--- src/rtl/receiver.sv ---
// Serial-line receiver: 8N1 frames on din, oversampled by sample_en strobes.
// Presents each good byte with a one-cycle rx_status pulse, or flags a bad
// stop bit with a one-cycle rx_err pulse.
module receiver #(
    parameter int unsigned OVERSAMPLE = 16
) (
    input  logic       clk,
    input  logic       rst,
    input  logic       din,
    input  logic       sample_en,
    output logic [7:0] rx_data,
    output logic       rx_status,
    output logic       rx_err
);

    localparam int unsigned CntW = $clog2(OVERSAMPLE);
    localparam logic [CntW-1:0] CntHalf = CntW'(OVERSAMPLE / 2 - 1);
    localparam logic [CntW-1:0] CntLast = CntW'(OVERSAMPLE - 1);

    typedef enum logic [2:0] {
        StIdle,
        StStart,
        StData,
        StStop,
        StBreak
    } state_e;

    state_e          state_q, state_d;
    logic [CntW-1:0] cnt_q, cnt_d;
    logic [2:0]      bitn_q, bitn_d;
    logic [7:0]      shreg_q, shreg_d;
    logic [7:0]      rx_data_q, rx_data_d;
    logic            rx_status_q, rx_status_d;
    logic            rx_err_q, rx_err_d;
    logic            din_meta_q, din_s_q;

    // Two-flop synchronizer; flops reset to the idle (high) line level.
    always_ff @(posedge clk) begin
        if (rst) begin
            din_meta_q <= 1'b1;
            din_s_q    <= 1'b1;
        end else begin
            din_meta_q <= din;
            din_s_q    <= din_meta_q;
        end
    end

    // Frame FSM and datapath registers.
    always_ff @(posedge clk) begin
        if (rst) begin
            state_q     <= StIdle;
            cnt_q       <= '0;
            bitn_q      <= '0;
            shreg_q     <= '0;
            rx_data_q   <= '0;
            rx_status_q <= 1'b0;
            rx_err_q    <= 1'b0;
        end else begin
            state_q     <= state_d;
            cnt_q       <= cnt_d;
            bitn_q      <= bitn_d;
            shreg_q     <= shreg_d;
            rx_data_q   <= rx_data_d;
            rx_status_q <= rx_status_d;
            rx_err_q    <= rx_err_d;
        end
    end

    // Next-state logic; everything advances only on sample_en strobes.
    always_comb begin
        state_d     = state_q;
        cnt_d       = cnt_q;
        bitn_d      = bitn_q;
        shreg_d     = shreg_q;
        rx_data_d   = rx_data_q;
        rx_status_d = 1'b0;
        rx_err_d    = 1'b0;

        if (sample_en) begin
            unique case (state_q)
                StIdle: begin
                    if (!din_s_q) begin
                        state_d = StStart;
                        cnt_d   = '0;
                    end
                end
                StStart: begin
                    if (cnt_q == CntHalf) begin
                        cnt_d = '0;
                        if (!din_s_q) begin
                            state_d = StData;
                            bitn_d  = '0;
                        end else begin
                            // Start bit did not hold to its midpoint: glitch.
                            state_d = StIdle;
                        end
                    end else begin
                        cnt_d = cnt_q + CntW'(1);
                    end
                end
                StData: begin
                    if (cnt_q == CntLast) begin
                        shreg_d = {din_s_q, shreg_q[7:1]};
                        cnt_d   = '0;
                        bitn_d  = bitn_q + 3'd1;
                        if (bitn_q == 3'd7) begin
                            state_d = StStop;
                        end
                    end else begin
                        cnt_d = cnt_q + CntW'(1);
                    end
                end
                StStop: begin
                    if (cnt_q == CntLast) begin
                        cnt_d = '0;
                        if (din_s_q) begin
                            rx_data_d   = shreg_q;
                            rx_status_d = 1'b1;
                            state_d     = StIdle;
                        end else begin
                            rx_err_d = 1'b1;
                            state_d  = StBreak;
                        end
                    end else begin
                        cnt_d = cnt_q + CntW'(1);
                    end
                end
                StBreak: begin
                    // Hold off until the line returns high so a stuck-low
                    // line cannot retrigger frames.
                    if (din_s_q) begin
                        state_d = StIdle;
                    end
                end
                default: begin
                    state_d = StIdle;
                    cnt_d   = '0;
                end
            endcase
        end
    end

    assign rx_data   = rx_data_q;
    assign rx_status = rx_status_q;
    assign rx_err    = rx_err_q;

endmodule

--- config.mk ---
export PLATFORM = sky130hd
export DESIGN_NAME = receiver
export DESIGN_NICKNAME = d
export VERILOG_FILES = /design/src/rtl/receiver.sv
export SDC_FILE = /design/constraint.sdc
export NUM_CORES = 1
export LEC_CHECK = 0
export CORE_MARGIN = 1
export CORE_UTILIZATION = 58
export CTS_CLUSTER_SIZE = 40
export DETAILED_ROUTE_END_ITERATION = 8
export PLACE_DENSITY_LB_ADDON = 0.25
export SLEW_MARGIN = 20
export SYNTH_ARGS = -nofsm -noshare
export SYNTH_HDL_FRONTEND = slang
export SYNTH_SLANG_ARGS = --single-unit
--- constraint.sdc ---
create_clock -name clk -period 4.75 [get_ports clk]
set_input_delay 0.95 -clock clk [delete_from_list [all_inputs] [get_ports clk]]
set_output_delay 0.95 -clock clk [all_outputs]
set_load 0.05 [all_outputs]
==> impl_metrics.json, run 1 <==
{
  "outcome": "finished clean",
  "clkSlewWorstSetupHoldPaths_ns": 0.09,
  "synthCells": 132,
  "dieWidth_um": 48.80,
  "worst_ep_arrival_time_ns": 2.88,
  "antenna_left": 0,
  "worstSetupPathType": "primary input to flop",
  "number_of_clock_buffers_inserted_by_tritoncts": 5,
  "synthToLayoutAreaGrowth_pct": 14.68,
  "worst-slew-pin-transition_ns": 0.9069,
  "skew_ns": 0.01048,
  "top_cells_by_count_synth": "dfxtp_1 (30), nor2_1 (25), mux2i_1 (17)",
  "grt_setup_unrepaired": "false",
  "setup_viol": 0,
  "synth-edff-count": 0,
  "clock_tree_from_tritoncts": "yes",
  "boundaryPins": 14,
  "netlist_area_sq_mm": 0.001270,
  "grt_pass1_vias": 887,
  "timing.hold.worst.class": "flop to flop",
  "die-area_sq_mm": 0.002381,
  "synthMostInstantiatedCell": "dfxtp_1",
  "irDropWorstVdd_v": 0.0002331,
  "final_max_slew_viol_count": 0,
  "floorplan.initialDensity_pct": 63.44,
  "synth_ff_type": "dfxtp_1",
  "detailedRoute.firstPassIterationCount": 4,
  "period_share_pct": 56.72,
  "area.sequential_sq_um": 600.6,
  "placement.io_buffers": 13,
  "hpwlAfterDp_mm": 1.449,
  "clock_tree.buffer_depth": 2,
  "proportion_of_netlist_area_held_by_the_largest_area_contributor_pct": 47.29,
  "timing.final.hold_violations": 0,
  "grt.overflow.total": 0,
  "routabilityCongestion": 0.7998,
  "first_pass_grt_wire_length_mm": 3.726,
  "antenna_violations_before_repair": 0,
  "fin_util_pct": 72.75,
  "die_h_um": 48.80,
  "detail_route.vias_per_cell": 5.532,
  "maximum_capacitance_violations": 0,
  "multi_input_comb_area_sq_um": 633.1,
  "synth_cell_types": 34,
  "dr_total_vias": 957,
  "track_usage_pct": 20.51,
  "wirelength_mm": 2.146,
  "fraction_of_registers_with_async_set_or_reset_after_synthesis_pct": 0,
  "post_cts_resized": 0,
  "synth_top_area_cell": "dfxtp_1",
  "synth_seq_area_share_pct": 47.29,
  "crit_fanout": 11,
  "p_leak_nw": 0.5286,
  "fp-row-count": 16,
  "postPlaceCellArea_sq_mm": 0.001401,
  "cts.htree.levels": 2,
  "cellPowerDensity_mw_per_mm2": 290.1,
  "num-nets-final": 152,
  "pin_count_of_the_biggest_net_entering_global_routing": 35,
  "synthTopCellsByArea": "dfxtp_1 (47%), mux2i_1 (13%), nor2_1 (7.4%)",
  "cts_root_buf": "clkbuf_4",
  "max_freq_mhz": 371.2,
  "post-route-min-period_ns": 2.694,
  "warnings_from_yosys": 0,
  "cts.hold.buffers_added": 0,
  "crit_required_ns": 4.94,
  "antenna_cells": 0,
  "fill_cells": 155,
  "design.core.area_sq_mm": 0.002002,
  "synth_area_per_cell_sq_um": 9.621,
  "stdcell_area_sq_mm": 0.001456,
  "post-cts-setup-buffers": 0,
  "synth_nets": 139,
  "clock_latency_reported_for_the_late_side_of_the_worst_skew_pair_ns": 0.32,
  "ys_ff_latch": 30,
  "timing.slew.headroom_pct": 39.21,
  "crit_path_start_kind": "primary input",
  "tritoncts_num_sinks": 30,
  "initialDrtViolationCount": 8,
  "setup.worst_path.end_class": "flop",
  "drcViolationCount": 0,
  "finalSetupTns_ns": 0,
  "layout-drive-gt1-share_pct": 9.589,
  "wire_per_inst_um": 12.40
}
cell families (layout without fill, tap and decap cells):
logic type,after synthesis,in the layout,synth area share [%]
AO/OA/AOI/OAI,20,20,10.35
AND/OR/NAND/NOR,53,53,22.46
flip-flops,30,30,47.29
XOR/XNOR,1,1,0.6898
multiplexers,17,17,13.40
buffers and inverters,8,22,2.857
adder cells (fa/ha/maj),3,3,2.956
worst max-delay path, stage by stage:
cell	delay [ns]
clkdlybuf4s50_1	0.63
nand4b_4	0.19
nor3_2	0.77
mux2i_1	0.28
nor2_1	0.06
stage by stage:
step,setup slack [ns],hold WS [ns],instances,power (mW)
after floorplan,2.837,0.3895,132,0.2696
after global placement,1.775,0.3918,165,0.2742
after detailed placement,1.712,0.4055,165,0.2747
after CTS,2.044,0.4267,173,0.4271
after global routing,1.914,0.4580,173,0.4389
final,2.056,0.4239,173,0.4225
state kept, by name, summed over array words and instances (netlist names):
register	flops
cnt_q	4
bitn_q	3
state_q	3
rx_status	1
rx_err	1
din_meta_q	1
rx_data	8
din_s_q	1
shreg_q	8
path summary, 6_finish.rpt:
kind | from | to | slack (ns) | depth (start not counted)
min reg2reg | din_meta_q$_SDFF_PP1_ | din_s_q$_SDFF_PP1_ | 0.42 | 1
min | din_meta_q$_SDFF_PP1_ | din_s_q$_SDFF_PP1_ | 0.42 | 1
max reg2reg | cnt_q[0]$_SDFFE_PP0P_ | shreg_q[3]$_SDFFE_PP0P_ | 2.63 | 5
max | sample_en | shreg_q[3]$_SDFFE_PP0P_ | 2.06 | 5
power by group:
group,total (mW),leakage (nW),internal (mW),switching (mW)
Combinational,0.0139,0.251,0.00529,0.00864
Sequential,0.254,0.242,0.253,0.00166
Clock,0.154,0.0353,0.0717,0.0826
Total,0.422,0.529,0.330,0.0929
per-layer routing:
metal / part of all wire (%) / up-vias / global-route usage (%)
met3: 4.7 / 4 / 8.411
met2: 47 / 17 / 31.25
met4: 0.93 / 0 / 8.333
met5: 0 / - / 0
met1: 47 / 443 / 25.65
li1: - / 493 / -
area by class of cell:
class	instances	share of cell area (%)
Clock buffer	7	3.780
Multi-Input combinational cell	94	43.47
Tap cell	27	2.320
Clock inverter	1	0.3436
Timing Repair Buffer	13	8.591
Inverter	1	0.2577
Sequential cell	30	41.24
cell usage in the layout (no fill, tap or decap), types with 2 or more instances in the layout:
cell             netlist  layout
a21oi_1                5       5
clkbuf_4               0       5
clkdlybuf4s50_1        0      12
dfxtp_1               30      30
ha_1                   3       3
mux2i_1               17      17
nand2_1                5       5
nand2b_1               5       5
nand3_1                3       3
nand3b_1               2       2
nor2_1                25      25
nor3_1                 2       2
nor4_1                 2       2
o21ai_0                4       4
o41ai_1                2       2
or2_2                  3       3
No activity file was read; power rests on OpenSTA's default activity.
==> inputs of run 2 (changes only) <==
- CORE_UTILIZATION: 58 -> 49
- clock period: 4.75 -> 2.35 ns (I/O delays scaled with it)
==> run 2 against run 1 <==
  * Utilization is 11 points lower
  * Design area is 4.1% higher
  * Critical path depth is 4 lower
  * Highest routed layer unchanged
  * Combinational power is 130% higher
  * Non-clock buffer count is 4 higher
  * First-iteration DRC count is 100% higher
==> impl_metrics.json, run 2 (same netlist as run 1, synthesis figures left out) <==
{
  "setup_viol": 0,
  "routabilityCongestion": 0.8260,
  "post-cts-setup-buffers": 0,
  "hold_path_depth": 1,
  "detailedRoute.firstPassIterationCount": 4,
  "outcome": "finished clean",
  "timing.slew.headroom_pct": 66.59,
  "final_common_cell": "dfxtp_1",
  "post-route-min-period_ns": 1.946,
  "post_layout_nonfiller_instances": 179,
  "boundaryPins": 14,
  "die-area_sq_mm": 0.002799,
  "placed_cells_incl_taps": 172,
  "grt_pass1_vias": 878,
  "num-nets-final": 156,
  "crit_required_ns": 1.88,
  "dr_total_vias": 997,
  "startpoint": "rx_data[4]$_SDFFE_PP0P_",
  "hpwlAfterDp_mm": 1.632,
  "detail_route.vias_per_cell": 5.570,
  "tritoncts_num_sinks": 30,
  "r2r_worst_path_depth": 6,
  "placement.io_buffers": 13,
  "final_critical_path_setup_slack_ns": 0.4037,
  "wirelength_mm": 2.455,
  "die_h_um": 52.91,
  "track_usage_pct": 21.35,
  "worst-path-stages": 1,
  "period_share_pct": 82.82,
  "finalSetupTns_ns": 0,
  "worst-slew-pin-transition_ns": 0.4996,
  "timing.final.hold_violations": 0,
  "cp_top_family": "buffers and inverters",
  "drcViolationCount": 0,
  "first_pass_grt_wire_length_mm": 4.160,
  "dieWidth_um": 52.91,
  "clkSlewWorstSetupHoldPaths_ns": 0.10,
  "cellPowerDensity_mw_per_mm2": 637.7,
  "max_freq_mhz": 513.8,
  "cts_root_buf": "clkbuf_4",
  "skew_ns": 0.008663,
  "wire_per_inst_um": 13.72,
  "layout-drive-gt1-share_pct": 11.41,
  "floorplan.initialDensity_pct": 51.73,
  "worst_ep_arrival_time_ns": 1.48,
  "clock_tree.buffer_depth": 2,
  "grt.overflow.total": 0,
  "p_leak_nw": 0.5581,
  "design.core.area_sq_mm": 0.002455,
  "timing.rr.start": "cnt_q[0]$_SDFFE_PP0P_",
  "antenna_left": 0,
  "setup.worst_path.end_class": "output pin",
  "antenna_violations_before_repair": 0,
  "clock_latency_reported_for_the_late_side_of_the_worst_skew_pair_ns": 0.32,
  "dpl_ws_ns": 0.2173,
  "timing.hold.worst.class": "flop to flop",
  "cts.htree.levels": 2,
  "crit-reg2reg-capture": "shreg_q[1]$_SDFFE_PP0P_",
  "layout_common_cells": "dfxtp_1 (30), nor2_1 (25), mux2i_1 (17), clkdlybuf4s50_1 (13)",
  "post_cts_resized": 0,
  "crit_fanout": 2,
  "crit_path_start_kind": "flop",
  "initialDrtViolationCount": 16,
  "synthToLayoutAreaGrowth_pct": 19.41,
  "clock_tree_from_tritoncts": "yes",
  "antenna_cells": 0,
  "cp_slowest_cell": "clkdlybuf4s50_1",
  "irDropWorstVdd_v": 0.0004566,
  "reg2reg_slack_ns": 0.63,
  "cts.hold.buffers_added": 0,
  "grt_setup_unrepaired": "false",
  "worstSetupEndpoint": "rx_data[4]",
  "fill_cells": 229,
  "worst_path_largest_cell_delay_ns": 0.81,
  "crit_buf_inv": 1,
  "final_max_slew_viol_count": 0,
  "maximum_capacitance_violations": 0,
  "fp-row-count": 18,
  "number_of_clock_buffers_inserted_by_tritoncts": 5,
  "worstSetupPathType": "flop to output pin",
  "path_cells": "clkdlybuf4s50_1",
  "pin_count_of_the_biggest_net_entering_global_routing": 18
}
## run 2: cell type report
type	instances	area (sq um)	share of cell area [%]
clock buffer	6	51.30	3.383
clock inverter	1	30.03	1.980
inverter	1	3.754	0.2475
multi-input combinational	94	633.1	41.75
sequential	30	600.6	39.60
tap	30	37.54	2.475
timing repair buffer	17	160.2	10.56
## run 2: through the flow
stage	instance area [sq um]	hold slack, ns	power (mW)	utilization (%)
floorplan	1270	0.3895	0.5448	-
global placement	1435	0.3954	0.5571	58.46
detailed placement	1435	0.3974	0.5579	58.46
CTS	1516	0.4238	0.9778	61.77
global route	1516	0.4302	1.006	61.77
finish	1516	0.4190	0.9670	61.77
## run 2: metal layers
layer,part of all wire [%],vias up,global-route usage [%]
li1,-,498,-
met1,49,466,27.92
met2,46,25,30.59
met3,4.0,8,9.483
met4,1.3,0,7.895
met5,0,-,0
## run 2: worst min path at each step
stage                          startpoint                 end  slack, ns
global placement    din_meta_q$_SDFF_PP1_  din_s_q$_SDFF_PP1_       0.40
CTS                 din_meta_q$_SDFF_PP1_  din_s_q$_SDFF_PP1_       0.42
floorplan           din_meta_q$_SDFF_PP1_  din_s_q$_SDFF_PP1_       0.39
global route        din_meta_q$_SDFF_PP1_  din_s_q$_SDFF_PP1_       0.43
detailed placement  din_meta_q$_SDFF_PP1_  din_s_q$_SDFF_PP1_       0.40
finish              din_meta_q$_SDFF_PP1_  din_s_q$_SDFF_PP1_       0.42
## run 2: power by group
group | switching (mW) | leakage, nW | internal (mW)
logic | 0.0189 | 0.272 | 0.0137
clock network | 0.173 | 0.0443 | 0.248
registers | 0.00362 | 0.242 | 0.511
total | 0.195 | 0.558 | 0.772
==> inputs of run 3 (changes only) <==
- clock period: 2.35 -> 1.7 ns (I/O delays scaled with it)
==> run 3 against run 2 <==
  * Design area grew 4.5%
  * Clock skew grew 0.0031 ns
  * Register-to-register slack lost 0.46 ns
  * Flip-flop and latch count is the same
  * First-iteration DRC count shrank 25%
  * Cell count grew 3.4%
  * Non-clock buffer count grew 5
  * Global-route usage shrank 1.7 points
  * Critical path type is now flop to flop
  * Largest power group is now clock
==> impl_metrics.json, run 3 (same netlist as run 1, synthesis figures left out) <==
{
  "hold_slack_ns": 0.4170,
  "setup_viol": 0,
  "wirelength_mm": 2.264,
  "boundaryPins": 14,
  "post-route-min-period_ns": 1.533,
  "period_share_pct": 90.18,
  "routabilityCongestion": 0.7871,
  "cts_root_buf": "clkbuf_4",
  "route.layer.met1.wl_mm": 1.140,
  "placement.io_buffers": 13,
  "p_leak_nw": 0.6243,
  "outcome": "finished clean",
  "worst-slew-pin-transition_ns": 0.3513,
  "pin_count_of_the_biggest_net_entering_global_routing": 34,
  "timing.hold.worst.class": "flop to flop",
  "antenna_cells": 0,
  "maximum_capacitance_violations": 0,
  "design.core.area_sq_mm": 0.002455,
  "final_common_cell": "dfxtp_1",
  "layout_common_cells": "dfxtp_1 (30), nor2_1 (25), mux2i_1 (17), buf_4 (17)",
  "worstSetupPathType": "flop to flop",
  "die-area_sq_mm": 0.002799,
  "clock_tree_from_tritoncts": "yes",
  "detailedRoute.firstPassIterationCount": 4,
  "stdcell_area_sq_mm": 0.001584,
  "final_max_slew_viol_count": 0,
  "setup.worst_path.end_class": "flop",
  "cellPowerDensity_mw_per_mm2": 959.9,
  "die_h_um": 52.91,
  "skew_ns": 0.01174,
  "first_pass_grt_wire_length_mm": 3.795,
  "hpwlAfterDp_mm": 1.524,
  "maxUsedRoutingLayer": "met4",
  "placed_cells_incl_taps": 177,
  "number_of_clock_buffers_inserted_by_tritoncts": 5,
  "layout-drive-gt1-share_pct": 21.29,
  "grt.overflow.total": 0,
  "track_usage_pct": 19.70,
  "irDropWorstVdd_v": 0.0008785,
  "dr_total_vias": 986,
  "postPlaceCellArea_sq_mm": 0.001473,
  "worst_ep_arrival_time_ns": 1.77,
  "grt_pass1_vias": 875,
  "post_cts_resized": 0,
  "max_freq_mhz": 652.3,
  "crit_required_ns": 1.94,
  "met2_wire_length_um": 972,
  "cts.hold.buffers_added": 0,
  "clock_tree.buffer_depth": 2,
  "dieWidth_um": 52.91,
  "post_layout_nonfiller_instances": 185,
  "antenna_left": 0,
  "wire_per_inst_um": 12.24,
  "crit_fanout": 11,
  "floorplan.initialDensity_pct": 51.73,
  "clkSlewWorstSetupHoldPaths_ns": 0.09,
  "initialDrtViolationCount": 12,
  "tritoncts_num_sinks": 30,
  "synthToLayoutAreaGrowth_pct": 24.73,
  "grt_setup_unrepaired": "false",
  "timing.slew.headroom_pct": 76.55,
  "dr_wl_met3_um": 105,
  "drcViolationCount": 0,
  "timing.final.hold_violations": 0,
  "fin_util_pct": 64.53,
  "detail_route.vias_per_cell": 5.330,
  "crit_path_start_kind": "flop",
  "fp-row-count": 18,
  "post-cts-setup-buffers": 0,
  "antenna_violations_before_repair": 0,
  "cts.htree.levels": 2,
  "r2r_worst_path_depth": 6,
  "hold_path_depth": 1,
  "clock_latency_reported_for_the_late_side_of_the_worst_skew_pair_ns": 0.34,
  "num-nets-final": 161
}
[run 3: cell types whose count changed in the layout (fill, tap and decap cells not counted), sizes merged]
| cell | delta |
|---|---|
| buf | +15 |
| bufinv | +1 |
| clkdlybuf4s50 | -10 |
[run 3: final timing paths]
kind | slack (ns) | end | from
max | 0.17 | shreg_q[4]$_SDFFE_PP0P_ | cnt_q[0]$_SDFFE_PP0P_
min | 0.42 | din_s_q$_SDFF_PP1_ | din_meta_q$_SDFF_PP1_
max reg2reg | 0.17 | shreg_q[4]$_SDFFE_PP0P_ | cnt_q[0]$_SDFFE_PP0P_
min reg2reg | 0.42 | din_s_q$_SDFF_PP1_ | din_meta_q$_SDFF_PP1_
[run 3: critical path, stage by stage (launching register included)]
cell,delay (ns)
dfxtp_1,0.39
ha_1,0.23
nand4b_4,0.14
nor3_2,0.17
buf_4,0.23
mux2i_1,0.22
nor2_1,0.06
[run 3: area by class of cell]
cell class / instances / area, sq um
Multi-Input combinational cell: 94 / 633.1
Clock inverter: 2 / 60.06
Tap cell: 30 / 37.54
Sequential cell: 30 / 600.6
Fill cell: 207 / 870.8
Timing Repair Buffer: 22 / 197.7
Clock buffer: 6 / 51.30
Inverter: 1 / 3.754
[run 3: layer usage]
layer	vias up	track usage [%]
li1	508	-
met1	455	25.40
met2	18	27.22
met3	5	6.034
met4	0	14.47
met5	-	0
[run 3: power breakdown]
group	internal, mW	total (mW)	switching (mW)
Sequential	0.706	0.711	0.00499
Combinational	0.0253	0.0513	0.0260
Clock	0.498	0.758	0.260
[run 3: metrics by stage]
| step | setup TNS (ns) | setup WS [ns] | total power, mW |
|---|---|---|---|
| floorplan | 0 | 0.09063 | 0.7532 |
| global placement | -1.409 | -0.1174 | 0.7785 |
| detailed placement | -1.856 | -0.1373 | 0.7788 |
| CTS | 0 | 0.1709 | 1.532 |
| global route | 0 | 0.01778 | 1.560 |
| finish | 0 | 0.1669 | 1.521 |
==> patch 1: new RTL, settings of run 3 <==
`OVERSAMPLE`: 16 -> 8.
--- a/src/rtl/receiver.sv
+++ b/src/rtl/receiver.sv
@@ -4,3 +4,3 @@
 module receiver #(
-    parameter int unsigned OVERSAMPLE = 16
+    parameter int unsigned OVERSAMPLE = 8
 ) (
Function: no difference found for any inputs over 10 cycles, from zero or initial values and one cycle with rst high; that may be too few to reach the edited logic, so the function may still have changed.
==> patch 1 against run 3 <==
- count of clock-buffer cells in the layout grew 1
- power shrank 20%
- utilization shrank 1.2 points
- setup slack lost 0.047 ns
- routed wire length grew 3.3%
- area after synthesis grew 3.3%
- sequential cell count shrank 1
- cell area is essentially flat
- critical endpoint is now rx_data[7]
- largest power group is now registers
- highest routed layer unchanged
==> patch 1: results (changes against run 3) <==
[power]
seqPwrFrac_pct=56.9  ; +10 points
switching_share_pct=21.8  ; +2.7 points
ir_drop_mv=0.747  ; -15%
power_leakage_nw=0.688  ; +10%
pwr-share-clk_pct=38.4  ; -12 points

[worst_setup_path]
r2r_cells=7  ; +1
rrSetupSlack_ns=0.12  ; -0.05 ns
crit_path_max_incr_delay_ns=0.41  ; +0.02 ns
timing.rr.end=rx_data[7]

[placement]
post-place-ws_ns=-0.0784  ; +0.0588 ns
gp_congestion=0.839  ; +6.6%
place_inst=175  ; -1.1%
dpl-instance-area_um2=1500  ; +1.7%

[drt]
route.met2.wl_um=1080  ; +11%
met3_length_um=142  ; +35%
wl_per_cell_um=12.8  ; +4.4%

[global_routing]
grt_first_pass_wirelength_um=3590  ; -5.5%
grt_max_degree=17  ; -50%
use_met1_pct=22.0  ; -3.4 points

[yosys]
synth.distinct_cells=38  ; +12%
ys_top_cells_by_area=dfxtp_1 44%, mux2i_1 12%, ha_1 6.7%

[final_layout]
area_growth_syn_to_layout_pct=20.7
fillers=215  ; +3.9%
drive_gt1_share_pct=26.8  ; +5.5 points

[timing]
fin_crit_sh_pct=92.9  ; +2.8 points
whs_ns=0.419  ; +0.00164 ns
fin_skew_ns=0.00738  ; -0.00436 ns

[outcome]
status=finished, final reports clean

-- patch 1: changes by cell type after synthesis, sizes merged, moves of 2 or more --
cell / delta
nand2b: -2
a22o: +2
o21ai: -3
nor2: -4
o31ai: +3
dlygate4sd1: +2
inv: +4
o41ai: -2
clkbuf: -4
and2b: +2
nand3b: -2
ha: +4
-- patch 1: worst register-to-register path, stage by stage (launching register included) --
cell and delay, ns:
dfxtp_1 0.41, ha_4 0.18, ha_2 0.21, nand3_4 0.11, nor3_4 0.18, buf_12 0.16, mux2i_1 0.19, nor2_1 0.06
-- patch 1: logic make-up after synthesis --
kind of cell	count (synthesis)	synth area share [%]
compound gates	20	10.9
fa+ha+maj	7	6.68
buf+inv	11	6.30
flops	29	44.3
mux	17	13.1
simple gates	44	18.8
-- patch 1: cell type report --
class	count	share of cell area (%)
clock inverter	1	0.316
inverter	5	1.66
sequential	29	36.7
timing repair buffer	23	13.0
multi-input combinational	88	41.9
clock buffer	7	4.11
tap	30	2.37
==> patch 2: new RTL, config.mk and constraints of run 3 <==
Made on the original files. Remove the register `rx_err_q`: a continuous assignment takes its place, so the output `rx_err` follows one clock earlier.
--- a/src/rtl/receiver.sv
+++ b/src/rtl/receiver.sv
@@ -56,3 +56,2 @@
             rx_status_q <= 1'b0;
-            rx_err_q    <= 1'b0;
         end else begin
@@ -64,5 +63,6 @@
             rx_status_q <= rx_status_d;
-            rx_err_q    <= rx_err_d;
         end
     end
+
+    assign rx_err_q = rx_err_d;
 
Formal check against the unedited RTL: same outputs for any inputs over 10 cycles, from zero or initial values and one cycle with rst high; that may be too few to reach the edited logic, so the function may still have changed.
==> patch 2 against run 3 <==
- maximum frequency fell by 9.5%
- area after synthesis fell by 2.3%
- synthesized cell count is 4.5% lower
- routed wire length grew 5.9%
- setup slack worse by 0.16 ns
- power is 25% lower
- die area down 2.2%
- sequential share of layout area is 0.73 points higher
- cell area is 3.3% lower
- sequential cell count shrank 1
- critical path type is now register to primary output
- highest routed layer unchanged
==> patch 2: results (changes against run 3) <==
[outcome]
status=finished, final reports clean

[final_layout]
fin_nets=158  ; -1.9%
fillers=190  ; -8.2%
drive_gt1_share_pct=30.9  ; +9.6 points
area_growth_syn_to_layout_pct=23.4
num_antenna_cells=0  ; unchanged
fin_cells=180  ; -2.7%

[power]
ir_drop_mv=0.574  ; -35%
net-switching-power_uw=282  ; -3.2%
power_leakage_nw=0.585  ; -6.3%

[timing]
fin_skew_ns=0.0109  ; -0.000804 ns
tightestPinTransition_ns=0.264  ; -0.0869 ns

[worst_setup_path]
arrival_ns=1.35  ; -0.42 ns
r2r_cells=7  ; +1
cp_max_fo=2  ; -9

[placement]
post-place-ws_ns=-0.157  ; -0.0198 ns
place_inst=168  ; -5.1%
dp_hpwl_um=1550  ; +1.9%
dpl-instance-area_um2=1420  ; -3.9%
port_buffers=13  ; unchanged
gp_congestion=0.810  ; +2.9%

[cts]
cts_max_level=2  ; unchanged
clock_latency_ns=0.33
clock_path_buffers=2  ; unchanged
cts_root_buf=clkbuf_4
clkSlewWorstSetupHoldPaths_ns=0.09  ; about the same
cts_made_buffers=5  ; unchanged

[yosys]
synthMuxAreaShare_pct=13.7  ; +0.31 points
yosysWarnings=0  ; unchanged
synth.distinct_cells=36  ; +5.9%
ys_top_cells_by_area=dfxtp_1 47%, mux2i_1 14%, nor2_1 7.0%
syn_avg_cell_area_um2=9.85  ; +2.4%
synth_xor_area_share_pct=0.706  ; +0.016 points
synthArstFlopShare_pct=0  ; unchanged
ys_seq_area_share_pct=46.8  ; -0.52 points
synthTopCellsByCount=29 x dfxtp_1, 23 x nor2_1, 17 x mux2i_1
synth_compound_area_share_pct=11.1  ; +0.74 points
yosys.area_share.adder_pct=3.02  ; +0.069 points
syn_nets=133  ; -4.3%

[drt]
wl_per_cell_um=13.3  ; +8.9%
dr.first_iter.drc_count=17  ; +5
first_pass_iters=4  ; unchanged
via_per_inst=5.41  ; +1.5%

[global_routing]
grt_first_pass_wirelength_um=4130  ; +8.7%
track_usage_pct=21.6  ; +1.9 points
grt_max_degree=20  ; -41%
antenna_found_initial=0  ; unchanged
grt_pass1_vias=922  ; +5.4%

[hold_path]
min_path_type=register to register
whs_path_depth=1  ; unchanged

patch 2: changes by cell type in the layout (fill, tap and decap cells not counted), sizes merged, moves of 2 or more:
cell	delta
buf	+4
a41oi	+2
nand3	-2
nand2b	-4
bufinv	-2
nand2	+3
a21oi	-2
o41ai	-2
nor2	-2
clkinv	+2
patch 2: worst paths after layout:
kind / startpoint / endpoint / slack [ns]
worst max-delay path: cnt_q[0] / rx_err / 0.006
worst min-delay path: din_meta_q / din_s_q / 0.42
worst max register to register: cnt_q[0] / shreg_q[4] / 0.11
worst min register to register: din_meta_q / din_s_q / 0.42
patch 2: critical path, stage by stage (launching register included):
cell and delay, ns:
dfxtp_4 0.38, ha_4 0.15, nand4b_4 0.12, nor2_2 0.12, nand2_2 0.07, inv_2 0.07, buf_12 0.13
patch 2: kinds of logic (layout without fill, tap and decap cells):
| group | count (synthesis) | after routing |
|---|---|---|
| adders and majority gates | 3 | 3 |
| muxes | 17 | 17 |
| xor gates and xnor gates | 1 | 1 |
| DFF | 29 | 29 |
| and+or+nand+nor | 47 | 47 |
| buffers and inverters | 10 | 36 |
| AOI/OAI and AO/OA | 19 | 19 |
patch 2: area by class of cell:
cell class | instances | area share [%]
clock buffers | 5 | 2.45
inverters | 2 | 0.490
flip-flops and latches | 29 | 38.6
repair buffers | 26 | 14.0
well taps | 28 | 2.29
multi-input cells | 87 | 41.0
clock inverters | 3 | 1.14
patch 2: power by group through the flow:
stage                     clock network [mW]  logic (mW)  registers [mW]
after floorplan                            0      0.0269           0.699
after global placement                     0      0.0439           0.701
after detailed placement                   0      0.0442           0.701
after CTS                              0.421      0.0439           0.682
after global routing                   0.451      0.0494           0.683
final                                  0.411      0.0447           0.682
patch 2: what timing repair did:
| action | CTS | global route |
|---|---|---|
| cloned | 0 | 0 |
| setup buffers | 4 | 0 |
| gates resized for setup | 11 | 3 |
| endpoints found under the hold margin | 0 | 0 |
| endpoints found under the setup margin | 1 | 3 |
| pin swaps | 1 | 1 |
patch 2: layer usage:
| layer | share of wire (%) | global-route usage [%] |
|---|---|---|
| met5 | 0 | 0 |
| met4 | 2.0 | 11.8 |
| met3 | 5.1 | 6.96 |
| met2 | 45 | 33.1 |
| met1 | 48 | 26.4 |
